[config.mk]
export PLATFORM = sky130hd
export DESIGN_NAME = jit_pipe_arbiter_flat
export DESIGN_NICKNAME = d
export VERILOG_FILES = /design/src/rtl/jit_pipe_arbiter_pkg.sv /design/src/rtl/jit_pipe_arbiter_if.sv /design/src/rtl/jit_pipe_arbiter_rr_arbiter.sv /design/src/rtl/jit_pipe_arbiter.sv /design/src/flat_wrapper.sv
export SDC_FILE = /design/constraint.sdc
export NUM_CORES = 1
export LEC_CHECK = 0
export ABC_CLOCK_PERIOD_IN_PS = 6500
export CAP_MARGIN = 0
export CORE_MARGIN = 2
export CORE_UTILIZATION = 70
export CTS_CLUSTER_DIAMETER = 50
export DETAILED_ROUTE_END_ITERATION = 10
export DONT_BUFFER_PORTS = 1
export PLACE_DENSITY = 0.95
export SKIP_CTS_REPAIR_TIMING = 1
export SYNTH_ARGS = -nofsm -noshare
export SYNTH_HDL_FRONTEND = slang
export SYNTH_SLANG_ARGS = --single-unit
[constraint.sdc]
create_clock -name sys_clk -period 6.5 [get_ports sys_clk]
set_input_delay 1.95 -clock sys_clk [delete_from_list [all_inputs] [get_ports sys_clk]]
set_output_delay 1.95 -clock sys_clk [all_outputs]
set_load 0.005 [all_outputs]
[src/rtl/jit_pipe_arbiter_pkg.sv]
`default_nettype none
// ============================================================================
// Module   : jit_pipe_pkg
// Purpose  : Shared payload type and compute function for jit_pipe_arbiter.
//            Payload packing, MSB first: {tag, data, lo8}.
// Revision : 1.0 - initial release
// ============================================================================
package jit_pipe_pkg;

    localparam int DATA_W    = 16;
    localparam int PAYLOAD_W = 1 + DATA_W + 8;

    typedef struct packed {
        logic              tag;
        logic [DATA_W-1:0] data;
        logic [7:0]        lo8;
    } payload_t;

    // sel=1 -> modular sum (carry dropped), sel=0 -> xor
    function automatic payload_t compute(input logic [DATA_W-1:0] a,
                                         input logic [DATA_W-1:0] b,
                                         input logic              sel);
        payload_t p;
        p.data = sel ? (a + b) : (a ^ b);
        p.tag  = (a == b);
        p.lo8  = p.data[7:0];
        return p;
    endfunction

endpackage
`default_nettype wire

[src/rtl/jit_pipe_arbiter_if.sv]
`default_nettype none
// ============================================================================
// Module   : jit_pipe_arbiter_if
// Purpose  : Request/result bundle of jit_pipe_arbiter.
//            master : requester fabric + downstream consumer side
//            slave  : the arbiter/pipeline
//            req_*  : NREQ valid/ready request ports, operands packed by DW
//            out_*  : result valid/ready port, hold, occupancy/idle status
// Revision : 1.0 - initial release
// ============================================================================
interface jit_pipe_arbiter_if #(
    parameter int NREQ  = 4,
    parameter int DW    = 16,
    parameter int DEPTH = 3
);
    localparam int IDW = $clog2(NREQ);
    localparam int OCW = $clog2(DEPTH + 1);

    logic [NREQ-1:0]    req_valid;
    logic [NREQ-1:0]    req_ready;
    logic [NREQ*DW-1:0] req_a;
    logic [NREQ*DW-1:0] req_b;
    logic [NREQ-1:0]    req_sel;
    logic               hold;
    logic               out_valid;
    logic               out_ready;
    logic [IDW-1:0]     out_id;
    logic               out_tag;
    logic [DW-1:0]      out_data;
    logic [7:0]         out_lo8;
    logic [OCW-1:0]     occupancy;
    logic               idle;

    modport master (
        output req_valid, req_a, req_b, req_sel, hold, out_ready,
        input  req_ready, out_valid, out_id, out_tag, out_data, out_lo8,
               occupancy, idle
    );

    modport slave (
        input  req_valid, req_a, req_b, req_sel, hold, out_ready,
        output req_ready, out_valid, out_id, out_tag, out_data, out_lo8,
               occupancy, idle
    );
endinterface
`default_nettype wire

[src/rtl/jit_pipe_arbiter_rr_arbiter.sv]
`default_nettype none
// ============================================================================
// Module   : jit_rr_arbiter
// Purpose  : Round-robin arbiter. Grants the first valid requester at or
//            after the pointer (upward, with wrap); pointer moves past the
//            winner only when a grant is actually taken.
// Ports    : sys_clk, sys_rst_n   clock / async active-low reset
//            req_valid_i           per-requester valid
//            advance_i             pipeline can take an entry this cycle
//            grant_o               one-hot grant (zero when no accept)
//            grant_idx_o           index of the selected requester
//            accept_o              a handshake happens this cycle
// Revision : 1.0 - initial release
// ============================================================================
module jit_rr_arbiter #(
    parameter int NREQ = 4,
    parameter int IDW  = $clog2(NREQ)
) (
    input  wire logic            sys_clk,
    input  wire logic            sys_rst_n,
    input  wire logic [NREQ-1:0] req_valid_i,
    input  wire logic            advance_i,
    output logic      [NREQ-1:0] grant_o,
    output logic      [IDW-1:0]  grant_idx_o,
    output logic                 accept_o
);

    logic [IDW-1:0] ptr_q;
    logic [IDW-1:0] ptr_d;
    logic [IDW-1:0] w_idx;
    logic           w_any;

    always_comb begin
        int j;
        w_idx = '0;
        w_any = 1'b0;
        for (int i = 0; i < NREQ; i++) begin
            j = int'(ptr_q) + i;
            if (j >= NREQ) j = j - NREQ;
            if (!w_any && req_valid_i[j]) begin
                w_any = 1'b1;
                w_idx = IDW'(j);
            end
        end
    end

    assign accept_o    = advance_i & w_any;
    assign grant_idx_o = w_idx;
    assign grant_o     = accept_o ? (NREQ'(1) << w_idx) : '0;

    always_comb begin
        ptr_d = ptr_q;
        if (accept_o) ptr_d = (w_idx == IDW'(NREQ - 1)) ? '0 : w_idx + 1'b1;
    end

    always_ff @(posedge sys_clk or negedge sys_rst_n) begin
        if (!sys_rst_n) ptr_q <= '0;
        else            ptr_q <= ptr_d;
    end

endmodule
`default_nettype wire

[src/rtl/jit_pipe_arbiter.sv]
`default_nettype none
// ============================================================================
// Module   : jit_pipe_arbiter
// Purpose  : Shares one DEPTH-stage compute pipeline among NREQ requesters
//            with round-robin arbitration, bubble collapse and output
//            backpressure. Results leave in accept order.
// Ports    : sys_clk    clock, rising edge
//            sys_rst_n  asynchronous active-low reset
//            bus        jit_pipe_arbiter_if.slave (requests, result, status)
// Revision : 1.0 - initial release
// ============================================================================
module jit_pipe_arbiter
    import jit_pipe_pkg::*;
#(
    parameter int NREQ  = 4,
    parameter int DEPTH = 3,
    parameter int DW    = DATA_W,
    parameter int IDW   = $clog2(NREQ)
) (
    input  wire logic         sys_clk,
    input  wire logic         sys_rst_n,
    jit_pipe_arbiter_if.slave bus
);

    localparam int PW  = 1 + DW + 8;
    localparam int OCW = $clog2(DEPTH + 1);

    logic [DEPTH-1:0] v_q;
    logic [IDW-1:0]   id_q [DEPTH];
    logic [PW-1:0]    pl_q [DEPTH];

    logic [DEPTH-1:0] w_adv;
    logic             w_accept;
    logic [NREQ-1:0]  w_grant;
    logic [IDW-1:0]   w_gidx;
    logic [DW-1:0]    w_a;
    logic [DW-1:0]    w_b;
    logic             w_sel;
    logic [PW-1:0]    w_pl;
    logic [OCW-1:0]   w_occ;

    // Advance chain from the output back: a stage may move when it is empty
    // or when the stage after it moves, so bubbles collapse under a stall.
    always_comb begin
        logic chain;
        w_adv = '0;
        chain = !v_q[DEPTH-1] | bus.out_ready;
        w_adv[DEPTH-1] = chain;
        for (int k = DEPTH - 2; k >= 0; k--) begin
            chain    = !v_q[k] | chain;
            w_adv[k] = chain;
        end
    end

    jit_rr_arbiter #(
        .NREQ (NREQ),
        .IDW  (IDW)
    ) u_arb (
        .sys_clk     (sys_clk),
        .sys_rst_n   (sys_rst_n),
        .req_valid_i (bus.req_valid),
        .advance_i   (w_adv[0] & !bus.hold),
        .grant_o     (w_grant),
        .grant_idx_o (w_gidx),
        .accept_o    (w_accept)
    );

    assign w_a   = bus.req_a[w_gidx*DW +: DW];
    assign w_b   = bus.req_b[w_gidx*DW +: DW];
    assign w_sel = bus.req_sel[w_gidx];

    generate
        if (DW == DATA_W) begin : g_pkg_compute
            assign w_pl = compute(w_a, w_b, w_sel);
        end else begin : g_gen_compute
            logic [DW-1:0] w_data;
            assign w_data = w_sel ? (w_a + w_b) : (w_a ^ w_b);
            assign w_pl   = {(w_a == w_b), w_data, w_data[7:0]};
        end
    endgenerate

    // Payload/ID only load when a valid entry moves in; a stage that moves
    // out with nothing arriving simply drops its valid bit.
    always_ff @(posedge sys_clk or negedge sys_rst_n) begin
        if (!sys_rst_n) begin
            v_q <= '0;
            for (int k = 0; k < DEPTH; k++) begin
                id_q[k] <= '0;
                pl_q[k] <= '0;
            end
        end else begin
            if (w_adv[0]) begin
                v_q[0] <= w_accept;
                if (w_accept) begin
                    id_q[0] <= w_gidx;
                    pl_q[0] <= w_pl;
                end
            end
            for (int k = 1; k < DEPTH; k++) begin
                if (w_adv[k]) begin
                    v_q[k] <= v_q[k-1];
                    if (v_q[k-1]) begin
                        id_q[k] <= id_q[k-1];
                        pl_q[k] <= pl_q[k-1];
                    end
                end
            end
        end
    end

    always_comb begin
        w_occ = '0;
        for (int k = 0; k < DEPTH; k++) w_occ = w_occ + OCW'(v_q[k]);
    end

    assign bus.req_ready = w_grant;
    assign bus.out_valid = v_q[DEPTH-1];
    assign bus.out_id    = id_q[DEPTH-1];
    assign {bus.out_tag, bus.out_data, bus.out_lo8} = pl_q[DEPTH-1];
    assign bus.occupancy = w_occ;
    assign bus.idle      = (w_occ == '0);

endmodule
`default_nettype wire

[src/flat_wrapper.sv]
// flat-port wrapper written by rule: the top's interface ports become plain ports
module jit_pipe_arbiter_flat import jit_pipe_pkg::*;
#(
    parameter int NREQ  = 4,
    parameter int DEPTH = 3,
    parameter int DW    = DATA_W,
    parameter int IDW   = $clog2(NREQ)
)
  (sys_clk, sys_rst_n, bus_req_valid, bus_req_a, bus_req_b, bus_req_sel, bus_hold, bus_out_ready, bus_req_ready, bus_out_valid, bus_out_id, bus_out_tag, bus_out_data, bus_out_lo8, bus_occupancy, bus_idle);
  jit_pipe_arbiter_if #(.NREQ(NREQ), .DW(DW), .DEPTH(DEPTH)) bus_i ();
  input  wire logic sys_clk;
  input  wire logic sys_rst_n;
  input wire logic [$bits(bus_i.req_valid)-1:0] bus_req_valid;
  input wire logic [$bits(bus_i.req_a)-1:0] bus_req_a;
  input wire logic [$bits(bus_i.req_b)-1:0] bus_req_b;
  input wire logic [$bits(bus_i.req_sel)-1:0] bus_req_sel;
  input wire logic [$bits(bus_i.hold)-1:0] bus_hold;
  input wire logic [$bits(bus_i.out_ready)-1:0] bus_out_ready;
  output wire logic [$bits(bus_i.req_ready)-1:0] bus_req_ready;
  output wire logic [$bits(bus_i.out_valid)-1:0] bus_out_valid;
  output wire logic [$bits(bus_i.out_id)-1:0] bus_out_id;
  output wire logic [$bits(bus_i.out_tag)-1:0] bus_out_tag;
  output wire logic [$bits(bus_i.out_data)-1:0] bus_out_data;
  output wire logic [$bits(bus_i.out_lo8)-1:0] bus_out_lo8;
  output wire logic [$bits(bus_i.occupancy)-1:0] bus_occupancy;
  output wire logic [$bits(bus_i.idle)-1:0] bus_idle;
  assign bus_i.req_valid = bus_req_valid;
  assign bus_i.req_a = bus_req_a;
  assign bus_i.req_b = bus_req_b;
  assign bus_i.req_sel = bus_req_sel;
  assign bus_i.hold = bus_hold;
  assign bus_i.out_ready = bus_out_ready;
  assign bus_req_ready = bus_i.req_ready;
  assign bus_out_valid = bus_i.out_valid;
  assign bus_out_id = bus_i.out_id;
  assign bus_out_tag = bus_i.out_tag;
  assign bus_out_data = bus_i.out_data;
  assign bus_out_lo8 = bus_i.out_lo8;
  assign bus_occupancy = bus_i.occupancy;
  assign bus_idle = bus_i.idle;
  jit_pipe_arbiter #(.NREQ(NREQ), .DEPTH(DEPTH), .DW(DW), .IDW(IDW)) u_core (.sys_clk(sys_clk), .sys_rst_n(sys_rst_n), .bus(bus_i));
endmodule
# ---- Yosys cells after proc, flatten, opt, wreduce, memory -nomap -nowiden
# Index checks and enable logic that the tools add are counted.
dict set report totals {
  ff_bits 86
  input_bits 140
  out_inout_bits 35
  word_cells 84
}
dict set report classes {
  n_addsub 11
  n_lt_le_gt_ge 9
  n_eq_ne 2
  n_shift 3
  mux 29
  bitwise 6
  n_reduce_logical 14
}
# cell n
set ops {}
lappend ops {{$lt A32 B4 Y1 const B} 4}
lappend ops {{$mux W32} 4}
lappend ops {{$shiftx A64 B7 Y16} 2}
lappend ops {{$add A16 B16 Y16} 1}
lappend ops {{$eq A16 B16 Y1} 1}
lappend ops {{$mux W16} 1}
lappend ops {{$xor A16 B16 Y16} 1}
lappend ops {{$mux W1} 13}
lappend ops {{$sub A3 B3 Y4 const B} 3}
lappend ops {{$bmux W1 S2} 5}
lappend ops {{$mux W2} 5}
lappend ops {{$ge A3 B3 Y1 const B} 3}
lappend ops {{$logic_not A1 Y1} 7}
lappend ops {{$add A2 B2 Y3 const B} 2}
lappend ops {{$reduce_and A2 Y1} 3}
lappend ops {{$mux W4} 1}
lappend ops {{$shl A1 B2 Y4 const A} 1}
lappend ops {{$sub A2 B3 Y4 const B} 1}
lappend ops {{$add A2 B1 Y3 const B} 1}
lappend ops {{$ge A2 B3 Y1 const B} 1}
lappend ops {{$logic_and A1 B1 Y1} 3}
lappend ops {{$lt A2 B3 Y1 const B} 1}
lappend ops {{$or A1 B1 Y1} 3}
lappend ops {{$add A1 B1 Y2} 1}
lappend ops {{5 further kinds} 6}

# ---- Longest topological paths before layout
# Gate-level depths: netlist of run 1.
dict set report depth {
  ltp_word 18
  ltp_mapped 17
  ltp_nobuf 16
}

# ---- By module
# Synthesis of run 1 repeated with hierarchy kept, for this count alone.
dict set report unflattened {
  hier_cells 386
  area_unflattened_um2 4451.8
}
# module instances cells_each area_per_inst_um2 seq_area_each_um2
set by_module_without_submodules {}
lappend by_module_without_submodules {jit_pipe_arbiter 1 356 4169.0 1501.4}
lappend by_module_without_submodules {jit_rr_arbiter 1 30 282.8 50.0}

# ---- Least setup slack after synthesis of run 1
# OpenSTA, ideal clock, no wires.
dict set report synth_timing {
  path_kind {input port to output port}
  startpoint {input bus_req_valid[1]}
  endpoint {output bus_req_ready[2]}
  arrival_ps 3169
  required_ps 4550
  path_slack_ps 1381
  stages 6
  n_path_buf 1
  cell_sequence {nor3b_2 > a211oi_2 > nor2_1 > clkbuf_1 > ha_1 > and3_1}
}
dict set report synth_between {
  elab_chain_cells 15
  elab_cells_between_ends 29
  cone_classes {shift (1); mux (21); bitwise (1); reduce/logical (6)}
}
# item line
set synth_rtl {}
lappend synth_rtl {{from (decl)} flat_wrapper.sv:13} ;# input wire logic [$bits(bus_i.req_valid)-1:0] bus_req_valid;
lappend synth_rtl {{$bmux W1 S2} jit_pipe_arbiter_rr_arbiter.sv:40} ;# if (!w_any && req_valid_i[j]) begin
lappend synth_rtl {{$mux W1 (implied by the code) (2 in a row)} jit_pipe_arbiter_rr_arbiter.sv:40}
lappend synth_rtl {{$mux W1} jit_pipe_arbiter_rr_arbiter.sv:40}
lappend synth_rtl {{$logic_not A1 Y1} jit_pipe_arbiter_rr_arbiter.sv:40}
lappend synth_rtl {{$logic_and A1 B1 Y1} jit_pipe_arbiter_rr_arbiter.sv:40}
lappend synth_rtl {{$mux W1} jit_pipe_arbiter_rr_arbiter.sv:40}
lappend synth_rtl {{$logic_not A1 Y1} jit_pipe_arbiter_rr_arbiter.sv:40}
lappend synth_rtl {{$logic_and A1 B1 Y1} jit_pipe_arbiter_rr_arbiter.sv:40}
lappend synth_rtl {{$mux W1} jit_pipe_arbiter_rr_arbiter.sv:40}
lappend synth_rtl {{$logic_not A1 Y1} jit_pipe_arbiter_rr_arbiter.sv:40}
lappend synth_rtl {{$logic_and A1 B1 Y1} jit_pipe_arbiter_rr_arbiter.sv:40}
lappend synth_rtl {{$mux W2 (*)} jit_pipe_arbiter_rr_arbiter.sv:40}
lappend synth_rtl {{named net u_core.u_arb.grant_idx_o[1]} jit_pipe_arbiter_rr_arbiter.sv:24} ;# output logic [IDW-1:0] grant_idx_o,
lappend synth_rtl {{$shl A1 B2 Y4 (*)} jit_pipe_arbiter_rr_arbiter.sv:49} ;# assign grant_o = accept_o ? (NREQ'(1) << w_idx) : '0;
lappend synth_rtl {{$mux W4 (*)} jit_pipe_arbiter_rr_arbiter.sv:49}
lappend synth_rtl {{to (decl)} flat_wrapper.sv:19} ;# output wire logic [$bits(bus_i.req_ready)-1:0] bus_req_ready;
# Mark *: on every way through the listed nets, which the timed path passes. The rest lies on a longest branch. The select of a mux whose other input is x is not followed.

# ---- Final worst setup path of run 1
dict set report layout_timing {
  startpoint {input bus_req_valid[3]}
  endpoint {register u_core.pl_q[73] in the netlist's numbering}
}
dict set report layout_between {
  elab_chain_cells 16
  elab_cells_between_ends 35
  cone_classes {add/sub (1); shift (2); mux (23); bitwise (2); reduce/logical (7)}
}
# item line
set layout_rtl {}
lappend layout_rtl {{$bmux W1 S2} jit_pipe_arbiter_rr_arbiter.sv:40}
lappend layout_rtl {{$mux W1 (implied by the code) (2 in a row)} jit_pipe_arbiter_rr_arbiter.sv:40}
lappend layout_rtl {{$mux W1} jit_pipe_arbiter_rr_arbiter.sv:40}
lappend layout_rtl {{$logic_not A1 Y1} jit_pipe_arbiter_rr_arbiter.sv:40}
lappend layout_rtl {{$logic_and A1 B1 Y1} jit_pipe_arbiter_rr_arbiter.sv:40}
lappend layout_rtl {{$mux W1} jit_pipe_arbiter_rr_arbiter.sv:40}
lappend layout_rtl {{$logic_not A1 Y1} jit_pipe_arbiter_rr_arbiter.sv:40}
lappend layout_rtl {{$logic_and A1 B1 Y1} jit_pipe_arbiter_rr_arbiter.sv:40}
lappend layout_rtl {{$mux W1} jit_pipe_arbiter_rr_arbiter.sv:40}
lappend layout_rtl {{$logic_not A1 Y1} jit_pipe_arbiter_rr_arbiter.sv:40}
lappend layout_rtl {{$logic_and A1 B1 Y1} jit_pipe_arbiter_rr_arbiter.sv:40}
lappend layout_rtl {{$mux W2} jit_pipe_arbiter_rr_arbiter.sv:40}
lappend layout_rtl {{$shiftx A64 B7 Y16, or another cell as far along} jit_pipe_arbiter.sv:68} ;# assign w_a = bus.req_a[w_gidx*DW +: DW];
lappend layout_rtl {{$add A16 B16 Y16, or another cell as far along} jit_pipe_arbiter_pkg.sv:24} ;# p.data = sel ? (a + b) : (a ^ b);
lappend layout_rtl {{$mux W16} jit_pipe_arbiter_pkg.sv:24}
lappend layout_rtl {{to (signal, indexed assignment)} jit_pipe_arbiter.sv:104} ;# pl_q[k] <= pl_q[k-1];
lappend layout_rtl {{to (decl)} jit_pipe_arbiter.sv:30} ;# logic [PW-1:0] pl_q [DEPTH];
# Several ways; a longest one is shown, not always the timed one. The select of a mux whose other input is x is not followed.
# A chain may end at the register's enable or synchronous reset.

==> results of run 1 <==
[cells by family after synthesis]
logic type | Yosys count | synth area share [%]
simple gates | 118 | 12.5
xor+xnor | 13 | 2.51
mux | 103 | 24.7
flops | 62 | 34.2
compound gates | 95 | 12.4
buf+inv | 57 | 7.56
fa+ha+maj | 21 | 6.13
[power by group through the flow]
| stage | logic [uW] | clock network (uW) | registers [uW] |
|---|---|---|---|
| CTS | 1200 | 366 | 686 |
| global placement | 1160 | 0 | 677 |
| floorplan | 1100 | 0 | 626 |
| finish | 1210 | 365 | 686 |
| detailed placement | 1190 | 0 | 693 |
| global route | 1330 | 382 | 707 |
[worst register-to-register path: stages (launching register included)]
cell and delay, ns:
dfrtp_1 0.48, mux2i_1 0.17, o2bb2ai_2 0.19, nor2_8 0.46, buf_4 0.43, mux2i_1 0.14
a21oi_1 0.28, ha_1 0.33, a211oi_1 0.33, nor2_1 0.09, o211ai_1 0.38, a211oi_1 0.13
o311ai_0 0.42, xor2_1 0.18, o21ai_1 0.07
[metal layers]
metal / vias up / global-route usage, %
li1: 1606 / -
met1: 1638 / 35.9
met2: 175 / 54.2
met3: 26 / 5.90
met4: 0 / 7.94
met5: - / 0
[sequential cells by signal, summed over array words and instances (netlist names)]
signal,cells
u_core.pl_q,34
u_core.bus.out_data,16
u_core.id_q,4
u_core.v_q,3
u_core.bus.out_id,2
u_core.u_arb.ptr_q,2
u_core.bus.out_tag,1
[final cells by class]
| class | count | area [sq um] | share of cell area [%] |
|---|---|---|---|
| inverters | 8 | 32.5 | 0.711 |
| repair buffers | 4 | 30.0 | 0.656 |
| clock buffers | 14 | 183 | 3.99 |
| clock inverters | 2 | 37.5 | 0.820 |
| multi-input cells | 350 | 2650 | 57.8 |
| flip-flops and latches | 62 | 1550 | 33.9 |
| well taps | 77 | 96.3 | 2.11 |
[worst max path at each step]
stage / depth (start not counted) / end / slack, ns / from
2_1_floorplan: 6 / bus_req_ready[2] / 1.38 / bus_req_valid[1]
3_3_place_gp: 14 / u_core.pl_q[73] / 1.03 / bus_req_valid[3]
3_5_place_dp: 14 / u_core.pl_q[73] / 0.92 / bus_req_valid[3]
4_1_cts: 14 / u_core.pl_q[73] / 1.28 / bus_req_valid[3]
5_1_grt: 14 / u_core.pl_q[73] / 0.95 / bus_req_valid[3]
6_report: 14 / u_core.pl_q[73] / 1.25 / bus_req_valid[3]
[through the flow]
stage                     hold slack (ns)  setup slack, ns
after floorplan                     0.442             1.38
after global placement              0.460             1.03
after detailed placement            0.477            0.918
after CTS                           0.491             1.28
after global routing                0.519            0.951
final                               0.493             1.25
[placed cells by master, fill, tap and decap left out, drive strengths merged]
master     n
mux2      70
dfrtp     62
nor2      45
a21oi     44
mux2i     33
nand2     32
o21ai     22
ha        19
clkbuf    14
nand3     12
xor2       9
inv        8
a31oi      6
o211ai     6
a211oi     5
and3       4
nor3       4
or3        4
a21o       4
xnor2      4
nor4       4
buf        4
and2       3
nand2b     3
or2        2
a211o      2
nand4      2
fa         2
nor3b      1
o2bb2ai    1
o21bai     1
o22ai      1
o31ai      1
and3b      1
o311ai     1
a221o      1
nor4b      1
clkinvlp   1
bufinv     1
==> results.yml, run 1 <==
synthesis:
  async_flop_share_pct: 100
  synth_area_sq_um: 4530
  ys_seq_elements: 62
  synth.area.top_cells: "dfrtp_1 34%, mux2_2 17%, mux2i_1 7.3%"
  synth_edf_count: 0
  yosysTopAreaCellShare_pct: 34.2
  synth_fp_nets: 630
  synthCells: 469
  yosysMostFrequentCell: "mux2_2"
  ys_seq_area_share_pct: 34.2
  syn_avg_cell_area_sq_um: 9.66
  synth_warnings: 0
  synthDistinctLibCells: 46
  synth_top_cells_by_count: "70 x mux2_2, 62 x dfrtp_1, 44 x nor2_1"
  synth-main-ff-cell: "dfrtp_1"
  synth_top_area_cell: "dfrtp_1"
worst_setup_path:
  r2r-end: "u_core.pl_q[73]"
  path_delay_family: "compound AO/OA/AOI/OAI gates"
  crit_path_top_delay_cell: "nor2_8"
  crit_buf_inv: 1
  cp_max_fo: 28
  crit_type: "in2reg"
  r2r_slack_ns: 2.28
  critical_path.cell_chain: "mux2i_1 -> o2bb2ai_2 -> nor2_8 -> buf_4 -> mux2i_1 -> a21oi_1 -> ha_1 -> a211oi_1 -> nor2_1 -> o211ai_1 -> a211oi_1 -> o311ai_0 -> xor2_1 -> o21ai_1"
  r2r-start: "u_core.u_arb.ptr_q[1]"
  worstPathArrival_ns: 5.44
  cpPeakStageDelay_ns: 0.45
  required_ns: 6.69
  cp-end-kind: "flip-flop"
  worstSetupStartpointType: "primary input"
  r2r_cells: 14
grt:
  grt-ovfl-total: 0
  antenna_found_initial: 0
  grt_pass1_wl_microns: 16600
  grt_start_max_net_pins: 63
  grt_pass1_vias: 3326
  grt_use_total_pct: 29.7
detailed_routing:
  ant_nets: 0
  drcViolationCount: 0
  vias: 3445
  drt_first_iter_violations: 322
  vias_per_cell: 6.66
  met2_length_microns: 5550
  dr.pass1.iters: 4
  met1_length_microns: 4200
  wl_met3_microns: 705
  highest_layer: "met4"
  wire_per_inst_microns: 20.6
  wl_microns: 10600
clock_network:
  cts_made_buffers: 9
  clk_pin_slew_worst_paths_ns: 0.06
  clkLatencyLatePin_ns: 0.34
  clockBufferDepth: 2
  cts.htree.levels: 3
  cts_sinks: 62
  cts_tree: "yes"
  clockRootBuffer: "clkbuf_8"
floorplanning:
  start_util_pct: 71.8
  design.core.area_sq_um: 6310
  ios: 175
  num_rows: 29
  fp.dieH_microns: 84.5
  die_area_sq_um: 7130
  die_w_microns: 84.5
placement:
  routabilityCongestion: 0.872
  port_buffers: 0
  hpwl_microns: 8330
  dp.cells: 501
  placed_cell_area_sq_um: 4360
min_path:
  worstHoldPathType: "reg2reg"
  min_to: "u_core.id_q[5]"
  holdPathStages: 2
  hp-start: "u_core.id_q[5]"
pwr:
  power_uw: 2260
  swShare_pct: 41.7
  net-switching-power_uw: 941
  p_leak_uw: 0.00204
  seq_power_share_pct: 30.4
  p_per_area_nw_per_um2: 494
  ir_worst_vdd_mv: 0.334
  clkPwrFrac_pct: 16.1
  combPwrFrac_pct: 53.5
  p_int_uw: 1320
timing:
  finClkSkew_ns: 0.00852
  tightestPinTransition_ns: 0.803
  min_period_ns: 5.25
  max_slew_margin_pct: 46.3
  tns_ns: 0
  setup_viol: 0
  fin_crit_sh_pct: 80.7
  rsz0062_at_grt: "false"
  report.final.slew_viol_count: 0
  max_freq_mhz: 191
  hold_viol_final: 0
layout:
  fin_nets: 596
  instances_no_fill: 517
  utilization_pct: 72.5
  stdcell_area_sq_um: 4580
  area_growth_pct: 0.966
  n_fill_cell: 448
  layout-drive-gt1-share_pct: 22.7
  antenna_cells: 0
flow_run:
  drv_cap: 0
run_status:
  status: "complete, no violations"
Note: power is estimated with default switching activity, not from simulation.
==> inputs of run 2 (changes only) <==
--- a/config.mk
+++ b/config.mk
@@ -5,14 +5,14 @@
 export SDC_FILE = /design/constraint.sdc
 export NUM_CORES = 1
 export LEC_CHECK = 0
-export ABC_CLOCK_PERIOD_IN_PS = 6500
+export ABC_CLOCK_PERIOD_IN_PS = 5300
 export CAP_MARGIN = 0
 export CORE_MARGIN = 2
-export CORE_UTILIZATION = 70
+export CORE_UTILIZATION = 65
 export CTS_CLUSTER_DIAMETER = 50
 export DETAILED_ROUTE_END_ITERATION = 10
 export DONT_BUFFER_PORTS = 1
-export PLACE_DENSITY = 0.95
+export PLACE_DENSITY = 0.92
 export SKIP_CTS_REPAIR_TIMING = 1
 export SYNTH_ARGS = -nofsm -noshare
 export SYNTH_HDL_FRONTEND = slang
==> constraint.sdc (replaced) <==
create_clock -name sys_clk -period 5.3 [get_ports sys_clk]
set_input_delay 1.59 -clock sys_clk [delete_from_list [all_inputs] [get_ports sys_clk]]
set_output_delay 1.59 -clock sys_clk [all_outputs]
set_load 0.005 [all_outputs]
==> run 2 against run 1 <==
Against the previous run:
- critical path depth shrank 7
- sequential power grew 22%
- final cell count grew 1.2%
- cell area is essentially flat
- register-to-register slack lost 0.94 ns
- worst hold slack lost 0.0041 ns
- sequential cell count is the same
- combinational power grew 23%
- die area grew 7.3%
- first-iteration DRC count shrank 43%
- global-route usage shrank 2.5 points
- power grew 20%
- largest power group unchanged
==> results.yml, run 2 (same netlist as run 1, synthesis figures left out) <==
clock_network:
  cts_sinks: 62
  clkLatencyLatePin_ns: 0.33
  clockBufferDepth: 2
  clockRootBuffer: "clkbuf_8"
  cts_tree: "yes"
  cts.htree.levels: 3
  clk_pin_slew_worst_paths_ns: 0.06
  cts_made_buffers: 9
layout:
  final_cell_mix: "70 x mux2_2, 62 x dfrtp_1, 43 x nor2_1, 43 x a21oi_1, 33 x mux2i_1"
  layout_commonest_cell: "mux2_2"
  n_fill_cell: 513
  seq_area_sq_um: 1550
  largest-register: "u_core.pl_q"
  fin_nets: 600
  area_growth_pct: 1.02
  layout-drive-gt1-share_pct: 23.3
  instances_no_fill: 523
  multi_input_area_sq_um: 2650
  antenna_cells: 0
  largest_register_ffs: 34
timing:
  setup_viol: 0
  max_freq_mhz: 210
  finClkSkew_ns: 0.00738
  report.final.slew_viol_count: 0
  hold_viol_final: 0
  tns_ns: 0
  fin_crit_sh_pct: 89.9
  finalWorstSetupSlack_ns: 0.537
  max_slew_margin_pct: 47.1
  tightestPinTransition_ns: 0.791
  rsz0062_at_grt: "false"
  min_period_ns: 4.76
min_path:
  hp-start: "u_core.pl_q[65]"
  worstHoldPathType: "reg2reg"
floorplanning:
  die_area_sq_um: 7660
  die_w_microns: 87.5
  num_rows: 30
  start_util_pct: 67.1
  ios: 175
  design.core.area_sq_um: 6760
  fp.dieH_microns: 87.5
detailed_routing:
  vias: 3393
  drcViolationCount: 0
  drt_first_iter_violations: 185
  ant_nets: 0
  wire_per_inst_microns: 19.6
  dr.pass1.iters: 4
  vias_per_cell: 6.49
  wl_microns: 10300
pwr:
  seq_power_share_pct: 30.7
  p_int_uw: 1590
  net-switching-power_uw: 1140
  p_per_area_nw_per_um2: 594
  ir_worst_vdd_mv: 0.296
  p_leak_uw: 0.00205
  combPwrFrac_pct: 54.9
  clkPwrFrac_pct: 14.4
  swShare_pct: 41.7
grt:
  antenna_found_initial: 0
  grt_start_max_net_pins: 63
  grt_pass1_wl_microns: 16300
  grt_use_total_pct: 27.2
  grt_pass1_vias: 3445
  grt-ovfl-total: 0
worst_setup_path:
  cp-end-kind: "primary output"
  startpoint: "bus_req_valid[1]"
  required_ns: 3.71
  crit_type: "in2out"
  r2r-start: "u_core.u_arb.ptr_q[1]"
  worstSetupStartpointType: "primary input"
  cp_max_fo: 23
  worstPathArrival_ns: 3.17
placement:
  routabilityCongestion: 0.921
  hpwl_microns: 8260
  dp.cells: 508
  port_buffers: 0
  place_worst_setup_slack_ns: 0.365
run_status:
  status: "complete, no violations"
flow_run:
  drv_cap: 0
[run 2: cell types whose count changed in the layout (fill, tap and decap cells not counted), sizes merged]
cell | previous run | this run
buf | 4 | 8
clkbuf | 14 | 11
clkinv | 0 | 2
[run 2: routing by layer]
metal | up-vias | part of all wire (%) | GRT usage [%]
met2 | 178 | 50 | 47.6
met1 | 1589 | 41 | 33.4
met5 | - | 0 | 0
li1 | 1603 | - | -
met4 | 0 | 2.0 | 8.53
met3 | 23 | 7.0 | 6.07
[run 2: power by group through the flow]
| stage | logic (uW) | registers, uW | clock network (uW) |
|---|---|---|---|
| finish | 1490 | 836 | 392 |
| global placement | 1440 | 830 | 0 |
| detailed placement | 1470 | 849 | 0 |
| global route | 1650 | 870 | 421 |
| CTS | 1480 | 840 | 399 |
| floorplan | 1350 | 767 | 0 |
[run 2: worst paths after layout]
path	end	slack (ns)	cells past startpoint
min in group asynchronous	u_core.pl_q[74]	0.95	0
setup reg to reg	u_core.pl_q[73]	1.34	15
hold / removal	u_core.pl_q[65]	0.49	2
setup / recovery	bus_req_ready[0]	0.54	7
hold reg to reg	u_core.pl_q[65]	0.49	2
max in group asynchronous	u_core.bus.out_data[9]	4.25	0
[run 2: final cells by class]
type | instances | area share (%)
Timing Repair Buffer | 8 | 1.31
Clock inverter | 4 | 1.04
Multi-Input combinational cell | 350 | 57.8
Tap cell | 80 | 2.19
Inverter | 8 | 0.711
Sequential cell | 62 | 33.9
Clock buffer | 11 | 3.09
[run 2: through the flow]
step                      utilization, %  area [sq um]  power (uW)  hold WS (ns)
after floorplan                        -          4530        2120         0.442
after global placement              65.0          4390        2270         0.462
after detailed placement            65.0          4390        2320         0.463
after CTS                           67.8          4580        2720         0.489
after global routing                67.8          4580        2940         0.523
final                               67.8          4580        2720         0.488
[run 2: critical path: stages]
cell	delay [ns]
nor3b_2	0.23
a211oi_2	0.11
nor2_4	0.42
buf_4	0.31
inv_1	0.13
ha_1	0.21
and3_1	0.16
